`config.mk`:
```
export PLATFORM = sky130hd
export DESIGN_NAME = wb_irq_ctrl
export DESIGN_NICKNAME = d
export VERILOG_FILES = /design/src/rtl/wb_irq_ctrl.sv
export SDC_FILE = /design/constraint.sdc
export NUM_CORES = 1
export LEC_CHECK = 0
export BUFFER_PORTS_ARGS = -buffer_cell sky130_fd_sc_hd__buf_2
export CAP_MARGIN = 20
export CORE_MARGIN = 2
export CORE_UTILIZATION = 58
export CTS_BUF_LIST = sky130_fd_sc_hd__clkbuf_16
export DETAILED_ROUTE_END_ITERATION = 12
export GPL_TIMING_DRIVEN = 1
export PLACE_DENSITY = 0.84
export RECOVER_POWER = 100
export SKIP_LAST_GASP = 1
export SYNTH_ARGS = -nofsm -noshare
export SYNTH_HDL_FRONTEND = slang
export SYNTH_SLANG_ARGS = --single-unit
```
`constraint.sdc`:
```
create_clock -name wb_clk_i -period 4.4 [get_ports wb_clk_i]
set_clock_uncertainty 0.05 [all_clocks]
set_input_delay 0.66 -clock wb_clk_i [delete_from_list [all_inputs] [get_ports wb_clk_i]]
set_output_delay 0.66 -clock wb_clk_i [all_outputs]
set_load 0.02 [all_outputs]
```
`src/rtl/wb_irq_ctrl.sv`:
```
// Wishbone B3 interrupt controller: per-source polarity, edge/level mode, mask, W1C pending.
// Optional IRQ_SYNC_EN adds a two-flop synchroniser per source ahead of the sampling stage.
module wb_irq_ctrl #(
  parameter int          NUM_IRQ    = 20,
  parameter logic [31:0] RESET_MASK = 32'h0,
  parameter logic [31:0] RESET_MODE = 32'h0,
  parameter logic [31:0] RESET_POL  = 32'h0
) (
  input  logic               wb_clk_i,
  input  logic               wb_rst_n_i,
  input  logic [31:0]        wb_adr_i,
  input  logic [31:0]        wb_dat_i,
  input  logic [3:0]         wb_sel_i,
  input  logic               wb_we_i,
  input  logic               wb_cyc_i,
  input  logic               wb_stb_i,
  input  logic [2:0]         wb_cti_i,
  input  logic [1:0]         wb_bte_i,
  output logic [31:0]        wb_dat_o,
  output logic               wb_ack_o,
  output logic               wb_err_o,
  output logic               wb_rty_o,
  input  logic [NUM_IRQ-1:0] irq_i,
  output logic [NUM_IRQ-1:0] irq_o,
  output logic               irq_any_o
);

  localparam logic [2:0] A_STATUS = 3'd0, A_PENDING = 3'd1, A_MASK = 3'd2,
                         A_MODE = 3'd3, A_POL = 3'd4, A_SWSET = 3'd5;

  logic [NUM_IRQ-1:0] mask_q, mode_q, pol_q, pending_q, a_q, prev_q;
  logic [NUM_IRQ-1:0] irq_s, wm, wd, w1c, sws, pending_nxt, rd_sel;
  logic [31:0]        sel_bits, rd_data;
  logic [2:0]         addr;
  logic               req, wr;
  logic               unused_bits;

  assign wb_err_o    = 1'b0;
  assign wb_rty_o    = 1'b0;
  assign unused_bits = ^{wb_adr_i[31:5], wb_adr_i[1:0], wb_cti_i, wb_bte_i, wb_dat_i};

  assign addr     = wb_adr_i[4:2];
  assign req      = wb_cyc_i & wb_stb_i & ~wb_ack_o;
  assign wr       = req & wb_we_i;
  assign sel_bits = {{8{wb_sel_i[3]}}, {8{wb_sel_i[2]}}, {8{wb_sel_i[1]}}, {8{wb_sel_i[0]}}};
  assign wm       = sel_bits[NUM_IRQ-1:0];
  assign wd       = wb_dat_i[NUM_IRQ-1:0];
  assign w1c      = (wr && addr == A_PENDING) ? (wd & wm) : '0;
  assign sws      = (wr && addr == A_SWSET) ? (wd & wm & mode_q) : '0;

  // Edge sources: set (hardware edge or SWSET) beats a simultaneous W1C. Level sources follow a_q.
  assign pending_nxt = (mode_q & ((pending_q & ~w1c) | (a_q & ~prev_q) | sws))
                     | (~mode_q & a_q);

`ifdef IRQ_SYNC_EN
  logic [NUM_IRQ-1:0] sync1_q, sync2_q;
  always_ff @(posedge wb_clk_i or negedge wb_rst_n_i) begin
    if (!wb_rst_n_i) begin
      sync1_q <= '0;
      sync2_q <= '0;
    end else begin
      sync1_q <= irq_i;
      sync2_q <= sync1_q;
    end
  end
  assign irq_s = sync2_q;
`else
  assign irq_s = irq_i;
`endif

  always_comb begin
    rd_sel = '0;
    case (addr)
      A_STATUS:  rd_sel = pending_q & mask_q;
      A_PENDING: rd_sel = pending_q;
      A_MASK:    rd_sel = mask_q;
      A_MODE:    rd_sel = mode_q;
      A_POL:     rd_sel = pol_q;
      default:   rd_sel = '0;
    endcase
    rd_data = '0;
    rd_data[NUM_IRQ-1:0] = rd_sel;
  end

  always_ff @(posedge wb_clk_i or negedge wb_rst_n_i) begin
    if (!wb_rst_n_i) begin
      mask_q    <= RESET_MASK[NUM_IRQ-1:0];
      mode_q    <= RESET_MODE[NUM_IRQ-1:0];
      pol_q     <= RESET_POL[NUM_IRQ-1:0];
      pending_q <= '0;
      a_q       <= '0;
      prev_q    <= '0;
      irq_o     <= '0;
      irq_any_o <= 1'b0;
      wb_ack_o  <= 1'b0;
      wb_dat_o  <= '0;
    end else begin
      a_q       <= irq_s ^ pol_q;
      prev_q    <= a_q;
      pending_q <= pending_nxt;
      irq_o     <= pending_q & mask_q;
      irq_any_o <= |(pending_q & mask_q);
      wb_ack_o  <= req;
      wb_dat_o  <= (req && !wb_we_i) ? rd_data : '0;
      if (wr) begin
        case (addr)
          A_MASK:  mask_q <= (mask_q & ~wm) | (wd & wm);
          A_MODE:  mode_q <= (mode_q & ~wm) | (wd & wm);
          A_POL:   pol_q  <= (pol_q  & ~wm) | (wd & wm);
          default: ;
        endcase
      end
    end
  end

endmodule

```
==> Flow_metrics.wiki <==
{| class="wikitable"
! Metric !! Value
|-
| Power after layout || 3860 uW
|-
| Worst EP arrival || 3.57 ns
|-
| Total setup buffers inserted after CTS || 0
|-
| Number of max-capacitance violations reported || 2
|-
| Clock tree from TritonCTS || built
|-
| Setup slack of the worst register-to-register path || 1.91 ns
|-
| Startpoint-to-endpoint class of the critical path || in -> reg
|-
| Flip-flop cell with the highest count after synthesis || sky130_fd_sc_hd__dfrtp_1
|-
| Multi-input gate area in the final layout || 2700 sq um
|-
| Count of unresolved DRC violations after routing || 0
|-
| Via density || 5.85
|-
| Share of the synthesized area in the top cell type || 0.580
|-
| TritonCTS Buffers || 17
|-
| Violated checks || max-capacitance violations, max-slew violations
|-
| Flop and latch count out of synthesis || 162
|-
| RD Place Congestion || 0.856
|-
| Grt total ovfl || 0
|-
| Mapped Area || 6990 sq um
|-
| Pins over their slew limit || 75
|-
| Capturing element type of the critical path || register
|-
| Fraction of final layout cells sized beyond drive strength 1 || 0.238
|-
| Hold-fix buffers at CTS || 0
|-
| Period utilization || 0.753
|-
| Number of nets still failing antenna checks after routing || 0
|-
| Required time reported for the critical path endpoint || 4.66 ns
|-
| Count of final hold-check violations || 0
|-
| Number of endpoints failing setup at the final stage || 0
|-
| Row cnt || 40
|-
| PostCTS Resize Cnt || 0
|-
| Maximum buffer depth of the clock tree || 2
|-
| Commonest cells in the netlist || sky130_fd_sc_hd__dfrtp_1, sky130_fd_sc_hd__mux2_2, sky130_fd_sc_hd__nor2_1
|-
| Period minus WS final || 3.31 ns
|-
| Post-detailed-routing wire length || about 16 mm
|-
| Max Freq || 0.302 GHz
|-
| Most numerous cell in the Yosys netlist || sky130_fd_sc_hd__dfrtp_1
|-
| H-tree depth || 4
|-
| Initial core utilization || 0.589
|-
| Yosys top cell by area || sky130_fd_sc_hd__dfrtp_1
|-
| Status || finished with violations
|-
| Root Buffer || sky130_fd_sc_hd__clkbuf_16
|-
| CP startpoint kind || input port
|-
| Skew-Pair Late Insertion Delay || 0.43 ns
|-
| Input/output buffers || 92
|-
| Layout net count || 732
|-
| Max IR drop VDD || roughly 0.00028 V
|-
| Total number of clock tree sinks || 162
|-
| Slew Limit Headroom || -0.392
|-
| Number of global-route vias before repair || 4893
|-
| Clk pin slew, worst setup/hold paths || around 0.06 ns
|-
| HPWL reported at the end of detailed placement || 9.95 mm
|-
| Global-route wire length before repair || approximately 26 mm
|-
| GRT Total Usage || 0.265
|-
| Warning count from the yosys run || 0
|-
| Final-layout setup total negative slack || 0 ns
|-
| Netlist cell types || 38
|-
| Layout-stage area growth over the synthesis result || 15.2%
|-
| Number of antenna violations at the first check in global routing || 1
|-
| Reg2reg path depth || 3
|-
| Power per cell area || about 480 nW/um^2
|-
| Overall die height || about 110 um
|-
| Number of fill cells || 842
|-
| Io pins || 154
|-
| Post-Syn Area per Cell || 12.9 sq um
|-
| Cells after Synth || 540
|-
| Largest driver fanout on the critical path || 43
|-
| Number of DRC markers after the initial detailed-route iteration || 321
|-
| Area of the placeable core || 11900 sq um
|-
| Die Span X || 114 um
|-
| Hold Path Class || in -> async
|-
| Router iterations before antenna repair || 5
|-
| Biggest area contributors in the synthesized netlist || sky130_fd_sc_hd__dfrtp_1, sky130_fd_sc_hd__mux2_2, sky130_fd_sc_hd__mux2i_1
|-
| Pin slew with the least headroom to its limit || roughly 2.1 ns
|-
| Pin count of the biggest net entering global routing || ~120
|-
| DR WL/cell || 20.3 um
|-
| Reported leakage power || approximately 0.0038 uW
|-
| Sequential area share after synthesis || 0.580
|-
| RSZ-0062 raised after global routing || no
|-
| Number of flops mapped to enable cells by yosys || 0
|-
| Die ar. || 12900 sq um
|-
| Sequential standard cell area || 4050 sq um
|-
| Vias post-DR || 4649
|-
| Async SR Flop Fraction || 1.00
|-
| Crit Reg-Reg Startpoint || wb_ack_o
|}
## worst max-delay path by stage
stage | slack [ns] | cells after the start | end | startpoint
after CTS | 1.77 | 4 | register | wb_adr_i[2]
final | 1.09 | 4 | register | wb_adr_i[3]
after global placement | 1.35 | 4 | register | wb_adr_i[2]
after floorplan | 2.46 | 4 | register | wb_adr_i[4]
after detailed placement | 1.36 | 4 | register | wb_adr_i[2]
after global routing | 0.92 | 3 | a_q[10] | wb_rst_n_i
## power by group
part	leakage [uW]	switching, uW	internal (uW)
registers	0.00208	145	1690
clock network	0.000300	586	943
logic	0.00139	264	231
total	0.00376	996	2860
## critical path: stages
cell	delay [ns]
sky130_fd_sc_hd__clkbuf_1	1.45
sky130_fd_sc_hd__nor2b_1	0.36
sky130_fd_sc_hd__nand4b_1	0.56
sky130_fd_sc_hd__mux2_2	0.50
## cells in the final DEF (no fill, tap or decap), drive strengths merged, types with 6 or more instances in the layout
cell type and count:
a22o 16, xor2 20, o22a 19, mux2i 20, nand2 33, dfrtp 162
nand4b 24, nor2 38, o21ai 6, clkinv 7, mux2 75, conb 14
clkbuf 64, nand2b 17, buf 55, a2bb2oi 19, and2 23, nand3 6
## through the flow
step	hold WS, ns	setup WS (ns)	util	area (sq um)	cells
floorplan	0.304	2.46	-	7040	553
global placement	0.309	1.35	0.632	7490	760
detailed placement	0.313	1.36	0.632	7490	760
CTS	0.327	1.77	0.684	8110	792
global route	0.330	0.920	0.679	8050	795
finish	0.319	1.09	0.679	8050	795
## final cells by class
type | instances | share of cell area
clock buffer | 17 | 0.0528
clock inverter | 15 | 0.0239
sequential | 162 | 0.503
multi-input combinational | 350 | 0.335
tap | 147 | 0.0228
antenna | 1 | 0.000311
inverter | 1 | 0.000466
timing repair buffer | 102 | 0.0617
## routing by layer
| metal | global-route usage | part of all wire |
|---|---|---|
| met5 | 0 | 0 |
| met4 | 0.146 | 0.027 |
| met1 | 0.340 | 0.41 |
| met3 | 0.0654 | 0.069 |
| met2 | 0.419 | 0.50 |
## cell families (layout without fill, tap and decap cells)
family / after synthesis / in the layout / synth area share
xor gates and xnor gates: 20 / 20 / 0.0251
buffers and inverters: 41 / 135 / 0.0374
muxes: 95 / 95 / 0.149
AOI/OAI and AO/OA: 66 / 66 / 0.0782
DFF: 162 / 162 / 0.580
other: 1 / 15 / 0.000537
and+or+nand+nor: 155 / 155 / 0.129
Note: power is estimated with default switching activity, not from simulation.
